[config.mk]
export PLATFORM = sky130hd
export DESIGN_NAME = mem_ctrl_flat
export DESIGN_NICKNAME = d
export VERILOG_FILES = /design/src/rtl/mem_ctrl_if.sv /design/src/rtl/mem_ctrl.sv /design/src/flat_wrapper.sv
export SDC_FILE = /design/constraint.sdc
export NUM_CORES = 1
export LEC_CHECK = 0
export CAP_MARGIN = 25
export CORE_MARGIN = 4
export CORE_UTILIZATION = 47
export CTS_CLUSTER_SIZE = 28
export DETAILED_ROUTE_END_ITERATION = 8
export PLACE_DENSITY = 0.83
export SYNTH_ARGS = -nofsm -noshare
export SYNTH_HDL_FRONTEND = slang
export SYNTH_SLANG_ARGS = --single-unit
[constraint.sdc]
create_clock -name clk -period 3.85 [get_ports clk]
set_input_delay 0.5775 -clock clk [delete_from_list [all_inputs] [get_ports clk]]
set_output_delay 0.5775 -clock clk [all_outputs]
set_load 0.05 [all_outputs]
[src/rtl/mem_ctrl_if.sv]
// Request/response and byte-wide RAM bus bundle for mem_ctrl.
interface mem_ctrl_if #(
  parameter int ADDR_W = 32
);
  logic              ifetch_en;
  logic [ADDR_W-1:0] ifetch_addr;
  logic              ifetch_ok;
  logic [31:0]       ifetch_ins;
  logic              lsb_en;
  logic              lsb_wr;
  logic [1:0]        lsb_len;
  logic [ADDR_W-1:0] lsb_addr;
  logic [31:0]       lsb_wdata;
  logic              lsb_ok;
  logic [31:0]       lsb_rdata;
  logic              flush;
  logic [7:0]        mem_din;
  logic [7:0]        mem_dout;
  logic [ADDR_W-1:0] mem_a;
  logic              mem_wr;
  logic              io_buffer_full;

  modport slave (
    input  ifetch_en, ifetch_addr, lsb_en, lsb_wr, lsb_len, lsb_addr, lsb_wdata,
           flush, mem_din, io_buffer_full,
    output ifetch_ok, ifetch_ins, lsb_ok, lsb_rdata, mem_dout, mem_a, mem_wr
  );

  modport master (
    output ifetch_en, ifetch_addr, lsb_en, lsb_wr, lsb_len, lsb_addr, lsb_wdata,
           flush, mem_din, io_buffer_full,
    input  ifetch_ok, ifetch_ins, lsb_ok, lsb_rdata, mem_dout, mem_a, mem_wr
  );
endinterface

[src/rtl/mem_ctrl.sv]
// Serves 32-bit fetch and load/store requests as sequential byte accesses
// on a synchronous-read RAM bus; LSB has priority, flush aborts reads.
module mem_ctrl #(
  parameter int                ADDR_W       = 32,
  parameter logic [ADDR_W-1:0] IO_ADDR_BASE = ADDR_W'('h30000)
) (
  input  logic       clk,
  input  logic       rst_n,
  input  logic       rdy,
  mem_ctrl_if.slave  bus
);
  typedef enum logic [2:0] {IDLE, IF_RD, LS_RD, LS_WR, DONE} state_e;

  state_e            state_q, state_d;
  logic [ADDR_W-1:0] addr_q, addr_d;
  logic [31:0]       wdata_q, wdata_d;
  logic [31:0]       data_q, data_d;
  logic [2:0]        nbytes_q, nbytes_d;
  logic [2:0]        cnt_q, cnt_d;
  logic              is_fetch_q, is_fetch_d;
  logic              wr_q, wr_d;
  logic              io_q, io_d;
  logic [ADDR_W-1:0] mem_a_q, mem_a_d;
  logic [7:0]        mem_dout_q, mem_dout_d;
  logic              mem_wr_q, mem_wr_d;

  logic [2:0]        wr_cnt;
  logic [1:0]        rd_idx;
  logic              io_stall;
  logic              reading;
  logic [ADDR_W-1:0] replay_a;

  function automatic logic [2:0] len_bytes(input logic [1:0] len);
    case (len)
      2'd0:    return 3'd1;
      2'd1:    return 3'd2;
      default: return 3'd4;
    endcase
  endfunction

  assign rd_idx   = cnt_q[1:0] - 2'd1;
  assign io_stall = io_q && bus.io_buffer_full;
  assign reading  = (state_q == IF_RD) || (state_q == LS_RD);
  assign replay_a = addr_q + ADDR_W'(cnt_q) - ADDR_W'(1);

  always_comb begin
    state_d    = state_q;
    addr_d     = addr_q;
    wdata_d    = wdata_q;
    data_d     = data_q;
    nbytes_d   = nbytes_q;
    cnt_d      = cnt_q;
    is_fetch_d = is_fetch_q;
    wr_d       = wr_q;
    io_d       = io_q;
    mem_a_d    = mem_a_q;
    mem_dout_d = mem_dout_q;
    mem_wr_d   = mem_wr_q;
    wr_cnt     = cnt_q;
    if (rdy) begin
      unique case (state_q)
        IDLE: begin
          if (!bus.flush && (bus.lsb_en || bus.ifetch_en)) begin
            cnt_d    = '0;
            data_d   = '0;
            mem_wr_d = 1'b0;
            if (bus.lsb_en) begin
              addr_d     = bus.lsb_addr;
              wdata_d    = bus.lsb_wdata;
              wr_d       = bus.lsb_wr;
              is_fetch_d = 1'b0;
              io_d       = bus.lsb_addr >= IO_ADDR_BASE;
              nbytes_d   = len_bytes(bus.lsb_len);
              state_d    = bus.lsb_wr ? LS_WR : LS_RD;
            end else begin
              addr_d     = bus.ifetch_addr;
              wr_d       = 1'b0;
              is_fetch_d = 1'b1;
              io_d       = 1'b0;
              nbytes_d   = 3'd4;
              state_d    = IF_RD;
            end
            mem_a_d = addr_d;
          end
        end
        IF_RD, LS_RD: begin
          if (bus.flush) begin
            state_d = IDLE;
          end else begin
            // byte cnt-1 was issued last cycle and is on mem_din now
            if (cnt_q != '0) data_d[{rd_idx, 3'b000} +: 8] = bus.mem_din;
            if (cnt_q == nbytes_q) begin
              state_d = DONE;
            end else begin
              cnt_d = cnt_q + 3'd1;
              if (cnt_d < nbytes_q) mem_a_d = addr_q + ADDR_W'(cnt_d);
            end
          end
        end
        LS_WR: begin
          if (mem_wr_q && !io_stall) wr_cnt = cnt_q + 3'd1;
          cnt_d = wr_cnt;
          if (wr_cnt == nbytes_q) begin
            mem_wr_d = 1'b0;
            state_d  = DONE;
          end else begin
            mem_wr_d   = 1'b1;
            mem_a_d    = addr_q + ADDR_W'(wr_cnt);
            mem_dout_d = wdata_q[{wr_cnt[1:0], 3'b000} +: 8];
          end
        end
        DONE:    state_d = IDLE;
        default: state_d = IDLE;
      endcase
    end
  end

  always_ff @(posedge clk or negedge rst_n) begin
    if (!rst_n) begin
      state_q    <= IDLE;
      addr_q     <= '0;
      wdata_q    <= '0;
      data_q     <= '0;
      nbytes_q   <= '0;
      cnt_q      <= '0;
      is_fetch_q <= 1'b0;
      wr_q       <= 1'b0;
      io_q       <= 1'b0;
      mem_a_q    <= '0;
      mem_dout_q <= '0;
      mem_wr_q   <= 1'b0;
    end else begin
      state_q    <= state_d;
      addr_q     <= addr_d;
      wdata_q    <= wdata_d;
      data_q     <= data_d;
      nbytes_q   <= nbytes_d;
      cnt_q      <= cnt_d;
      is_fetch_q <= is_fetch_d;
      wr_q       <= wr_d;
      io_q       <= io_d;
      mem_a_q    <= mem_a_d;
      mem_dout_q <= mem_dout_d;
      mem_wr_q   <= mem_wr_d;
    end
  end

  // While frozen mid-read, re-present the address of the byte still to be
  // captured so the RAM output is valid again on the first cycle after rdy.
  assign bus.mem_a     = (!rdy && reading && cnt_q != '0) ? replay_a : mem_a_q;
  assign bus.mem_dout  = mem_dout_q;
  assign bus.mem_wr    = mem_wr_q && rdy && !io_stall;
  assign bus.ifetch_ins = data_q;
  assign bus.lsb_rdata  = data_q;
  assign bus.ifetch_ok  = rdy && (state_q == DONE) && is_fetch_q && !bus.flush;
  assign bus.lsb_ok     = rdy && (state_q == DONE) && !is_fetch_q && (wr_q || !bus.flush);
endmodule

[src/flat_wrapper.sv]
// flat-port wrapper written by rule: the top's interface ports become plain ports
module mem_ctrl_flat 
#(
  parameter int                ADDR_W       = 32,
  parameter logic [ADDR_W-1:0] IO_ADDR_BASE = ADDR_W'('h30000)
)
  (clk, rst_n, rdy, bus_ifetch_en, bus_ifetch_addr, bus_lsb_en, bus_lsb_wr, bus_lsb_len, bus_lsb_addr, bus_lsb_wdata, bus_flush, bus_mem_din, bus_io_buffer_full, bus_ifetch_ok, bus_ifetch_ins, bus_lsb_ok, bus_lsb_rdata, bus_mem_dout, bus_mem_a, bus_mem_wr);
  mem_ctrl_if #(.ADDR_W(ADDR_W)) bus_i ();
  input  logic clk;
  input  logic rst_n;
  input  logic rdy;
  input wire logic [$bits(bus_i.ifetch_en)-1:0] bus_ifetch_en;
  input wire logic [$bits(bus_i.ifetch_addr)-1:0] bus_ifetch_addr;
  input wire logic [$bits(bus_i.lsb_en)-1:0] bus_lsb_en;
  input wire logic [$bits(bus_i.lsb_wr)-1:0] bus_lsb_wr;
  input wire logic [$bits(bus_i.lsb_len)-1:0] bus_lsb_len;
  input wire logic [$bits(bus_i.lsb_addr)-1:0] bus_lsb_addr;
  input wire logic [$bits(bus_i.lsb_wdata)-1:0] bus_lsb_wdata;
  input wire logic [$bits(bus_i.flush)-1:0] bus_flush;
  input wire logic [$bits(bus_i.mem_din)-1:0] bus_mem_din;
  input wire logic [$bits(bus_i.io_buffer_full)-1:0] bus_io_buffer_full;
  output wire logic [$bits(bus_i.ifetch_ok)-1:0] bus_ifetch_ok;
  output wire logic [$bits(bus_i.ifetch_ins)-1:0] bus_ifetch_ins;
  output wire logic [$bits(bus_i.lsb_ok)-1:0] bus_lsb_ok;
  output wire logic [$bits(bus_i.lsb_rdata)-1:0] bus_lsb_rdata;
  output wire logic [$bits(bus_i.mem_dout)-1:0] bus_mem_dout;
  output wire logic [$bits(bus_i.mem_a)-1:0] bus_mem_a;
  output wire logic [$bits(bus_i.mem_wr)-1:0] bus_mem_wr;
  assign bus_i.ifetch_en = bus_ifetch_en;
  assign bus_i.ifetch_addr = bus_ifetch_addr;
  assign bus_i.lsb_en = bus_lsb_en;
  assign bus_i.lsb_wr = bus_lsb_wr;
  assign bus_i.lsb_len = bus_lsb_len;
  assign bus_i.lsb_addr = bus_lsb_addr;
  assign bus_i.lsb_wdata = bus_lsb_wdata;
  assign bus_i.flush = bus_flush;
  assign bus_i.mem_din = bus_mem_din;
  assign bus_i.io_buffer_full = bus_io_buffer_full;
  assign bus_ifetch_ok = bus_i.ifetch_ok;
  assign bus_ifetch_ins = bus_i.ifetch_ins;
  assign bus_lsb_ok = bus_i.lsb_ok;
  assign bus_lsb_rdata = bus_i.lsb_rdata;
  assign bus_mem_dout = bus_i.mem_dout;
  assign bus_mem_a = bus_i.mem_a;
  assign bus_mem_wr = bus_i.mem_wr;
  mem_ctrl #(.ADDR_W(ADDR_W), .IO_ADDR_BASE(IO_ADDR_BASE)) u_core (.clk(clk), .rst_n(rst_n), .rdy(rdy), .bus(bus_i));
endmodule
* After elaboration in Yosys (flattened, before gate mapping)
Cells that the tools add are included.
Cells by class: bitwise logic cells 1, add/sub/neg operators 7, shift-type cells 3, reductions and logical operators 34, order comparisons 2, eq/ne operators 15, mux-type cells 35
Operators by type and width (number):
- $mux 32 | 10
- $add 32x3->32 | 3
- $pmux 32 s3 | 1
- $pmux 32 s2 | 1
- $mux 3 | 12
- $bwmux 32 | 1
- $ge 32x18->1 const B | 1
- $shift 8x7->32 const A | 1
- $shiftx 32x6->8 | 1
- $shiftx 8x7->32 | 1
- $sub 32x1->32 const B | 1
- $pmux 3 s3 | 2
- $logic_and 1x1->1 | 12
- $reduce_and 5->1 | 2
- $reduce_and 3->1 | 3
- $ne 2x1->1 const B | 4
- $reduce_and 4->1 | 2
- $neg 5->7 | 1
- $reduce_and 7->1 | 1
- $eq 3x2->1 const B | 2
- $eq 3x3->1 | 2
- $mux 1 | 6
- $ne 2x2->1 const B | 3
- $pmux 3 s2 | 1
- other kinds (16) | 23
Word-level totals: logic and storage cells 109, input port bits 114, register bits after elaboration 149

* Longest topological paths before layout
Gate-level depths: netlist (run 1).
word-level depth 9, mapped depth 15

* Least setup slack after synthesis (run 1)
OpenSTA, ideal clock, no wires.
path kind reg2out, start point reg u_core.cnt_q[0], end point out bus_mem_a[27], stages on the path, launching flop included 15, slack -0.718 ns, required time 3.273 ns, data arrival time 3.991 ns, path buffers 1, cells stage by stage dfrtp_1 -> clkbuf_1 -> inv_1 -> ha_1 -> inv_1 -> ha_1 -> inv_1 -> fa_1 -> nor2b_1 -> o2111ai_1 -> a211o_1 -> a31oi_1 -> a21boi_0 -> xor2_1 -> o21ai_0
On the way: cells in the longest elaborated chain, start to end 3
Ends and longest elaborated chain:
- start: declaration | line mem_ctrl.sv:19 | logic [2:0] cnt_q, cnt_d;
- start signal: assignment | line mem_ctrl.sv:138 | cnt_q <= cnt_d;
- $add 32x3->32 / $reduce_bool 3->1 (equally long branches) | line mem_ctrl.sv:44, mem_ctrl.sv:150
- $sub 32x1->32 / $logic_and 1x1->1 (equally long branches) | line mem_ctrl.sv:44, mem_ctrl.sv:150
- $mux 32 (*) | line mem_ctrl.sv:150 | assign bus.mem_a = (!rdy && reading && cnt_q != '0) ? replay_a : mem_a_q;
- end: declaration | line flat_wrapper.sv:27 | output wire logic [$bits(bus_i.mem_a)-1:0] bus_mem_a;
Every way passes the cells marked *; elsewhere a longest branch is shown, timed or not.

* Worst setup path in the final report (run 1)
start point reg u_core.cnt_q[1], end point out bus_mem_a[31]
The elaborated chain is that of the path after synthesis.

==> results of run 1 <==
per-layer routing:
layer | global-route usage, % | vias up | part of all wire, %
li1 | - | 4419 | -
met1 | 33.4 | 4528 | 44
met2 | 38.9 | 358 | 48
met3 | 4.01 | 56 | 6.4
met4 | 8.10 | 0 | 2.3
met5 | 0 | - | 0
power by group through the flow:
stage	clock network (mW)	registers, mW	logic, mW
2_1_floorplan	0	3.00	5.50
3_3_place_gp	0	2.85	8.18
3_5_place_dp	0	2.87	8.36
4_1_cts	1.67	2.85	8.59
5_1_grt	1.74	2.94	9.64
6_report	1.65	2.87	8.92
what timing repair did:
item                                   CTS  global route
setup buffers                            5             3
endpoints found under the hold margin    0             0
pin swaps                               10            14
gates resized for setup                 19            27
hold buffers                             0             0
setup endpoints to repair               14            23
logic make-up after synthesis:
logic type / after synthesis
buffers and inverters: 174
DFF: 149
and+or+nand+nor: 318
xor gates and xnor gates: 63
muxes: 96
AOI/OAI and AO/OA: 292
adders and majority gates: 73
Yosys cell counts (3+ instances only):
master	instances	area share [%]
a21o_1	10	0.73
and4_1	5	0.42
nor2b_1	6	0.36
o21a_1	6	0.44
a21boi_0	4	0.29
o211ai_1	15	1.1
nand2b_1	7	0.42
mux2i_1	36	3.5
xor2_1	14	1.2
buf_4	34	2.5
o21ai_1	7	0.34
dfrtp_1	149	36
a211oi_1	13	0.94
xnor2_1	48	4.1
and2_1	15	0.91
o21bai_1	4	0.29
mux2_2	59	6.4
nor4_1	9	0.54
ha_1	71	8.6
a211o_1	3	0.25
inv_1	86	3.1
nor2_1	44	1.6
buf_2	5	0.24
o31ai_1	5	0.36
nand3_1	40	1.9
buf_1	4	0.15
a31oi_1	13	0.79
a21oi_1	62	3.0
o21ai_0	111	5.4
and3_1	5	0.30
nand4_1	14	0.85
clkbuf_1	43	1.6
a22o_1	17	1.4
nand2_1	150	5.4
o2111ai_1	3	0.25
nor3_1	11	0.53
final timing paths:
kind	to	cells past startpoint	startpoint
max	bus_mem_a[31]	15	u_core.cnt_q[1]
min	u_core.bus.ifetch_ins[10]	1	rst_n
max reg2reg	u_core.mem_a_q[16]	14	u_core.cnt_q[1]
min reg2reg	u_core.wr_q	2	u_core.wr_q
max in group asynchronous	u_core.mem_a_q[8]	2	rst_n
min in group clk	u_core.wr_q	2	u_core.wr_q
state kept, by name, summed over array words and instances (netlist names):
signal	cells
u_core.io_q	1
u_core.mem_a_q	32
u_core.wdata_q	32
u_core.is_fetch_q	1
u_core.state_q	3
u_core.mem_wr_q	1
u_core.bus.mem_dout	8
u_core.wr_q	1
u_core.bus.ifetch_ins	32
u_core.nbytes_q	3
u_core.cnt_q	3
u_core.addr_q	32
metrics by stage:
| stage | power [mW] | instance area (um2) | cells |
|---|---|---|---|
| after global placement | 11.0 | 13000 | 1605 |
| final | 13.4 | 13800 | 1645 |
| after global routing | 14.3 | 13800 | 1645 |
| after floorplan | 8.50 | 10400 | 1165 |
| after detailed placement | 11.2 | 13000 | 1605 |
| after CTS | 13.1 | 13700 | 1641 |
area by class of cell:
type	count	area [um2]	area share, %
tap	280	350	2.54
clock buffer	17	425	3.09
clock inverter	14	143	1.03
inverter	86	325	2.36
multi-input combinational	842	6060	43.9
timing repair buffer	257	2760	20.0
sequential	149	3730	27.1
critical path: cells and delay by family (launching register included):
kind            cells  cell delay [ns]
buf+inv             5             0.52
flops               1             0.40
xor+xnor            1             0.17
simple gates        1             0.13
fa+ha+maj           3             0.70
compound gates      5             0.88
==> flow_metrics.env, run 1 <==
export IMPL_synth_xor_area_share_pct=5.40
export IMPL_skew_ns=0.00949
export IMPL_switching_share_pct=49.6
export IMPL_dp_hpwl_mm=22.4
export IMPL_worst_slew_pin_slew_ns=0.994
export IMPL_mostFrequentLayoutCells="186 x clkdlybuf4s50_1, 149 x nand2_1, 148 x dfrtp_1, 95 x o21ai_0, 81 x inv_1"
export IMPL_start_util_pct=47.6
export IMPL_cts_tree="done"
export IMPL_ys_flop_type="dfrtp_1"
export IMPL_layout_setup_ws_ns=0.0164
export IMPL_rrSetupSlack_ns=0.32
export IMPL_worstSkewPairLatency_ns=0.43
export IMPL_synthAdderAreaFrac_pct=8.97
export IMPL_power_frac_comb_pct=66.4
export IMPL_grt_usage_pct=24.2
export IMPL_yosysWarnings=0
export IMPL_drtIter0Drc=751
export IMPL_clk_path_buf_depth=2
export IMPL_area_growth_pct=33.2
export IMPL_finalSetupViolCount=0
export IMPL_ant_nets=0
export IMPL_synth_area_per_cell_um2=8.88
export IMPL_grt_pass1_wl_mm=47.8
export IMPL_antenna_found_initial=0
export IMPL_seq_power_share_pct=21.4
export IMPL_startpoint_type="flip-flop"
export IMPL_ys_seq_area_share_pct=36.0
export IMPL_grt_pass1_vias=9107
export IMPL_synth_edf_count=0
export IMPL_finalSetupTns_ns=0
export IMPL_internal_power_mw=6.77
export IMPL_p_per_area_mw_per_mm2=975
export IMPL_avgViaCountPerCell=5.69
export IMPL_yosysUniqueCellTypes=67
export IMPL_rsz0062_at_grt="true"
export IMPL_cp_slowest_cell="dfrtp_1"
export IMPL_synth_area_mm2=0.0103
export IMPL_holdWs_ns=0.141
export IMPL_end_kind="output pin"
export IMPL_dp_slack_ns=0.0996
export IMPL_cp_cell_sequence="inv_2, ha_4, inv_4, ha_4, inv_2, fa_2, nor2b_4, o2111ai_2, a211o_1, a31oi_1, buf_4, a21oi_2, xnor2_2, o21ai_4, buf_12"
export IMPL_fmax_mhz=261
export IMPL_fill_cells=1829
export IMPL_synth_cells=1165
export IMPL_clk_pin_slew_ns=0.07
export IMPL_outcome="complete, no violations"
export IMPL_placement_rows=54
export IMPL_synth_compound_area_share_pct=17.4
export IMPL_root_buffer="clkbuf_16"
export IMPL_power_switching_mw=6.67
export IMPL_place_gp_congestion=0.944
export IMPL_pin_count=221
export IMPL_crit_fanout=4
export IMPL_finalCriticalPeriod_ns=3.83
export IMPL_crit_type="flip-flop to output pin"
export IMPL_crit_arrival_ns=3.26
export IMPL_fin_crit_sh_pct=99.6
export IMPL_synth_seq_cells=149
export IMPL_synthMuxAreaShare_pct=10.1
export IMPL_drv_cap=0
export IMPL_syn_nets=1352
export IMPL_max_slew_margin_rel_pct=33.3
export IMPL_cts_sinks=149
export IMPL_grt_start_max_net_pins=83
export IMPL_diodes=0
export IMPL_die_h_um=156
export IMPL_die_x_um=156
export IMPL_ir_drop_mv=0.685
export IMPL_cts_max_level=4
export IMPL_synthSimpleGateAreaFrac_pct=14.3
export IMPL_hold_path_class="primary input to async pin"
export IMPL_grt_overflow_total=0
export IMPL_drc=0
export IMPL_vias=9361
export IMPL_slew_violations=0
export IMPL_finalCoreUtilization_pct=63.4
export IMPL_max_stage_delay_ns=0.40
export IMPL_p_leak_nw=6.12
export IMPL_hold_viol=0
export IMPL_core_area_mm2=0.0218
export IMPL_cts_made_buffers=17
export IMPL_postSynth_asyncResetShare_pct=100
export IMPL_synth_top_family_by_area="compound AO/OA/AOI/OAI gates"
export IMPL_routed_wl_mm=30.5
export IMPL_fin_nets=1540
export IMPL_port_buffers=220
export IMPL_firstDrtPassIters=5
export IMPL_clkPwrFrac_pct=12.3
export IMPL_cp_required_ns=3.27
export IMPL_drive_above_1_share_pct=15.5
export IMPL_die_area_mm2=0.0245
export IMPL_post_drt_wl_per_cell_um=18.6
export IMPL_layout_commonest_cell="clkdlybuf4s50_1"
Power figures use the tool's default switching activity.
==> run 2: changes to the inputs <==
--- a/config.mk
+++ b/config.mk
@@ -10,7 +10,8 @@
 export CORE_UTILIZATION = 47
 export CTS_CLUSTER_SIZE = 28
 export DETAILED_ROUTE_END_ITERATION = 8
-export PLACE_DENSITY = 0.83
+export PLACE_DENSITY = 0.79
+export RECOVER_POWER = 100
 export SYNTH_ARGS = -nofsm -noshare
 export SYNTH_HDL_FRONTEND = slang
 export SYNTH_SLANG_ARGS = --single-unit
==> flow_metrics.env, run 2 (synthesis results as in run 1) <==
export IMPL_outcome="finished with violations"
export IMPL_violations="max-capacitance violations, max-slew violations, negative setup slack"
export IMPL_ant_nets=0
export IMPL_rrSetupSlack_ns=0.10
export IMPL_pin_count=221
export IMPL_area_growth_pct=33.2
export IMPL_critPathTopFamily="compound AO/OA/AOI/OAI gates"
export IMPL_p_per_area_mw_per_mm2=966
export IMPL_startpoint_type="flip-flop"
export IMPL_grt_usage_pct=24.2
export IMPL_die_h_um=156
export IMPL_crit_type="flip-flop to output pin"
export IMPL_placement_rows=54
export IMPL_root_buffer="clkbuf_16"
export IMPL_worstSkewPairLatency_ns=0.43
export IMPL_finalCriticalPeriod_ns=3.87
export IMPL_layout_setup_ws_ns=-0.0213
export IMPL_mostFrequentLayoutCells="149 x nand2_1, 146 x dfrtp_1, 110 x clkdlybuf4s50_1, 96 x o21ai_0, 81 x inv_1"
export IMPL_port_buffers=220
export IMPL_cp_required_ns=3.27
export IMPL_antenna_found_initial=0
export IMPL_clk_path_buf_depth=2
export IMPL_grt_start_max_net_pins=100
export IMPL_reg2reg_from="u_core.cnt_q[0]"
export IMPL_fin_crit_sh_pct=101
export IMPL_place_gp_congestion=0.935
export IMPL_fin_nets=1540
export IMPL_worst_slew_pin_slew_ns=2.56
export IMPL_cp_cell_sequence="inv_2, ha_4, inv_2, ha_4, inv_2, fa_2, nor2b_4, o2111ai_2, a211o_1, a31oi_1, buf_4, a21oi_4, xnor2_2, o21ai_4, buf_12"
export IMPL_max_stage_delay_ns=0.39
export IMPL_cp_slowest_cell="dfrtp_1"
export IMPL_end_kind="output pin"
export IMPL_crit_arrival_ns=3.29
export IMPL_drtIter0Drc=781
export IMPL_post_drt_wl_per_cell_um=18.5
export IMPL_drc=0
export IMPL_grt_pass1_vias=8970
export IMPL_finalSetupTns_ns=-0.0361
export IMPL_die_x_um=156
export IMPL_drv_cap=2
export IMPL_grt_overflow_total=0
export IMPL_die_area_mm2=0.0245
export IMPL_layout_commonest_cell="nand2_1"
export IMPL_clk_pin_slew_ns=0.06
export IMPL_core_area_mm2=0.0218
export IMPL_fmax_mhz=258
export IMPL_rsz0062_at_grt="true"
export IMPL_vias=9333
export IMPL_cts_max_level=4
export IMPL_max_slew_margin_rel_pct=-71.0
export IMPL_dp_hpwl_mm=22.9
export IMPL_cp_common_cell="inv_2"
export IMPL_start_util_pct=47.6
export IMPL_firstDrtPassIters=6
export IMPL_cts_made_buffers=17
export IMPL_ir_drop_mv=0.641
export IMPL_avgViaCountPerCell=5.67
export IMPL_grt_pass1_wl_mm=47.8
export IMPL_diodes=0
export IMPL_crit_fanout=4
export IMPL_placed_area_mm2=0.0130
export IMPL_critPathBufInv=5
export IMPL_hold_viol=0
export IMPL_drive_above_1_share_pct=15.2
export IMPL_p_leak_nw=6.33
export IMPL_cts_tree="done"
export IMPL_slew_violations=141
export IMPL_hold_path_class="primary input to async pin"
export IMPL_cts_sinks=149
export IMPL_final_area_mm2=0.0138
export IMPL_routed_wl_mm=30.5
export IMPL_skew_ns=0.0156
export IMPL_cp_startpoint="u_core.addr_q[1]"
export IMPL_finalSetupViolCount=3
## run 2: final timing paths
kind,endpoint,cells after the start
setup / recovery,bus_mem_a[31],15
hold / removal,u_core.bus.ifetch_ins[9],2
setup reg to reg,u_core.mem_a_q[5],10
hold reg to reg,u_core.wdata_q[30],1
max in group asynchronous,u_core.addr_q[19],3
min in group clk,u_core.wdata_q[30],1
## run 2: area by class of cell
cell class | instances | area [um2]
timing repair buffer | 257 | 2740
multi-input combinational | 842 | 6050
clock buffer | 17 | 425
inverter | 86 | 323
clock inverter | 15 | 161
tap | 280 | 350
fill | 1854 | 7970
sequential | 149 | 3730
## run 2: report_power, final
| group | switching [mW] | total [mW] | leakage (nW) | internal [mW] |
|---|---|---|---|---|
| sequential | 0.651 | 2.87 | 1.88 | 2.22 |
| clock | 0.752 | 1.67 | 0.278 | 0.918 |
| combinational | 5.22 | 8.78 | 4.17 | 3.56 |
## run 2: stage by stage
stage          hold slack (ns)  power, mW  util [%]  std cells  worst slack [ns]
2_1_floorplan            0.282       8.50         -       1165            0.0422
3_3_place_gp             0.464       11.0      59.7       1604             0.147
6_report                 0.458       13.3      63.3       1646           -0.0213
3_5_place_dp             0.484       11.2      59.7       1604            0.0755
5_1_grt                  0.465       14.2      63.3       1646            -0.131
4_1_cts                  0.311       13.1      62.9       1641           -0.0206
## run 2: layer usage
layer	up-vias	global-route usage (%)	wire length, um
met4	0	6.57	686
met3	56	3.98	2190
li1	4421	-	-
met2	398	39.1	14600
met1	4458	33.8	13000
met5	-	0	0
## run 2: worst reg2reg max path, cell delays in order (launching register included)
cell and delay (ns):
dfrtp_1 0.35, inv_1 0.06, buf_4 0.16, ha_1 0.43, mux2i_4 0.19, clkbuf_1 0.75, o22ai_2 0.14, a211oi_1 0.74
a211oi_4 0.12, buf_4 0.33, mux2_2 0.37
## run 2: timing repair
| action | 4_1_cts | 5_1_grt |
|---|---|---|
| buffers inserted | 5 | 2 |
| pin swaps | 11 | 14 |
| hold buffers | 0 | 1 |
| endpoints found under the hold margin | 0 | 1 |
| resized for setup | 23 | 24 |
| endpoints found under the setup margin | 14 | 21 |
==> run 3: changes to the inputs <==
--- a/config.mk
+++ b/config.mk
@@ -5,7 +5,7 @@
 export SDC_FILE = /design/constraint.sdc
 export NUM_CORES = 1
 export LEC_CHECK = 0
-export CAP_MARGIN = 25
+export CAP_MARGIN = 20
 export CORE_MARGIN = 4
 export CORE_UTILIZATION = 47
 export CTS_CLUSTER_SIZE = 28
==> constraint.sdc (replaced) <==
create_clock -name clk -period 3.39 [get_ports clk]
set_input_delay 0.5085 -clock clk [delete_from_list [all_inputs] [get_ports clk]]
set_output_delay 0.5085 -clock clk [all_outputs]
set_load 0.05 [all_outputs]
==> flow_metrics.env, run 3 (synthesis results as in run 1) <==
export IMPL_seq_power_share_pct=18.8
export IMPL_vias=9606
export IMPL_final_area_mm2=0.0149
export IMPL_cts_tree="done"
export IMPL_crit_arrival_ns=3.35
export IMPL_cts_sinks=149
export IMPL_layout_commonest_cell="nand2_1"
export IMPL_p_per_area_mw_per_mm2=1150
export IMPL_die_h_um=156
export IMPL_grt_start_max_net_pins=98
export IMPL_area_growth_pct=43.9
export IMPL_p_leak_nw=6.79
export IMPL_mostFrequentLayoutCells="148 x nand2_1, 140 x dfrtp_1, 110 x clkdlybuf4s50_1, 82 x buf_4, 80 x o21ai_0"
export IMPL_switching_share_pct=48.3
export IMPL_drv_cap=1
export IMPL_routed_wl_mm=32.0
export IMPL_cp_required_ns=2.88
export IMPL_drtIter0Drc=576
export IMPL_firstDrtPassIters=5
export IMPL_power_switching_mw=8.25
export IMPL_hold_depth=1
export IMPL_hold_path_class="flip-flop to flip-flop"
export IMPL_die_area_mm2=0.0245
export IMPL_end_kind="output pin"
export IMPL_reg2reg_depth=14
export IMPL_dp_cells=1651
export IMPL_placed_area_mm2=0.0135
export IMPL_dp_hpwl_mm=22.9
export IMPL_dp_slack_ns=-0.194
export IMPL_crit_type="flip-flop to output pin"
export IMPL_place_gp_congestion=0.958
export IMPL_fmax_mhz=259
export IMPL_stdcell_count=1710
export IMPL_grt_overflow_total=0
export IMPL_finalCriticalPeriod_ns=3.86
export IMPL_core_area_mm2=0.0218
export IMPL_crit_fanout=4
export IMPL_violations="max-capacitance violations, max-slew violations, negative setup slack"
export IMPL_diodes=0
export IMPL_avgViaCountPerCell=5.62
export IMPL_fin_nets=1604
export IMPL_hold_viol=0
export IMPL_power_frac_comb_pct=70.0
export IMPL_slew_violations=98
export IMPL_start_util_pct=47.6
export IMPL_ant_nets=0
export IMPL_grt_usage_pct=25.0
export IMPL_layout_setup_ws_ns=-0.472
export IMPL_worstSkewPairLatency_ns=0.43
export IMPL_holdWs_ns=0.506
export IMPL_skew_ns=0.0112
export IMPL_finalSetupViolCount=24
export IMPL_startpoint_type="flip-flop"
export IMPL_fin_crit_sh_pct=114
export IMPL_port_buffers=220
export IMPL_drive_above_1_share_pct=24.4
export IMPL_die_x_um=156
export IMPL_worst_slew_pin_slew_ns=2.39
export IMPL_outcome="finished with violations"
export IMPL_grt_pass1_vias=9494
export IMPL_placement_rows=54
export IMPL_finalSetupTns_ns=-4.92
export IMPL_clkPwrFrac_pct=11.3
export IMPL_antenna_found_initial=0
export IMPL_root_buffer="clkbuf_16"
export IMPL_internal_power_mw=8.82
export IMPL_pin_count=221
export IMPL_clk_path_buf_depth=2
export IMPL_post_drt_wl_per_cell_um=18.7
export IMPL_rsz0062_at_grt="true"
export IMPL_cts_max_level=4
export IMPL_grt_pass1_wl_mm=49.4
export IMPL_drc=0
export IMPL_cts_made_buffers=17
export IMPL_max_slew_margin_rel_pct=-59.1
export IMPL_clk_pin_slew_ns=0.06
export IMPL_ir_drop_mv=0.667
run 3: cell types whose count changed in the layout (fill, tap and decap cells not counted), sizes merged:
cell	change
clkinvlp	-2
buf	+64
inv	-6
dlygate4sd3	-3
clkinv	+4
clkbuf	+6
bufinv	+1
run 3: metal layers:
metal / share of wire, % / vias to the layer above / routed length, um / GRT usage [%]
met5: 0 / - / 0 / 0
met4: 2.2 / 0 / 704 / 7.02
met3: 6.4 / 50 / 2030 / 3.57
met2: 49 / 364 / 15700 / 41.8
met1: 42 / 4659 / 13500 / 34.1
li1: - / 4533 / - / -
run 3: critical path: stages (launching register included):
cell and delay [ns]:
dfrtp_1 0.40, clkinvlp_4 0.14, ha_4 0.18, inv_4 0.06, ha_4 0.13, inv_2 0.04
fa_2 0.37, nor2b_4 0.17, o2111ai_4 0.16, a211o_1 0.35, a31oi_4 0.34, a21oi_2 0.12
xor2_2 0.18, o21ai_4 0.15, buf_12 0.15
run 3: cell type report:
type	instances	area, um2
Clock buffer	20	457
Clock inverter	12	146
Fill cell	1655	6870
Inverter	86	329
Multi-Input combinational cell	842	6550
Sequential cell	149	3740
Tap cell	280	350
Timing Repair Buffer	321	3320
run 3: path summary, 6_finish.rpt:
path / slack, ns / to / startpoint
setup / recovery: -0.47 / bus_mem_a[23] / u_core.cnt_q[0]
hold / removal: 0.51 / u_core.mem_a_q[1] / u_core.mem_a_q[1]
setup reg to reg: -0.15 / u_core.mem_a_q[25] / u_core.cnt_q[0]
hold reg to reg: 0.51 / u_core.mem_a_q[1] / u_core.mem_a_q[1]
max in group asynchronous: 0.64 / u_core.addr_q[13] / rst_n
min in group asynchronous: 0.77 / u_core.bus.ifetch_ins[13] / rst_n
run 3: power by group through the flow:
stage / Clock (mW) / Sequential [mW] / Combinational, mW
2_1_floorplan: 0 / 3.41 / 6.47
3_3_place_gp: 0 / 3.18 / 10.1
3_5_place_dp: 0 / 3.21 / 10.2
4_1_cts: 1.94 / 3.18 / 11.3
5_1_grt: 2.02 / 3.28 / 12.8
6_report: 1.92 / 3.20 / 11.9
run 3: timing repair:
action | 4_1_cts | 5_1_grt
pin swaps | 42 | 37
hold buffers | 0 | 0
gates cloned | 0 | 0
resized for setup | 95 | 55
buffers inserted | 22 | 9
setup endpoints to repair | 25 | 49
run 3: stage by stage:
step                      utilization [%]  total power, mW
after floorplan                         -             9.88
after global placement               62.0             13.3
after detailed placement             62.0             13.5
after CTS                            67.1             16.4
after global routing                 68.4             18.1
final                                68.4             17.1
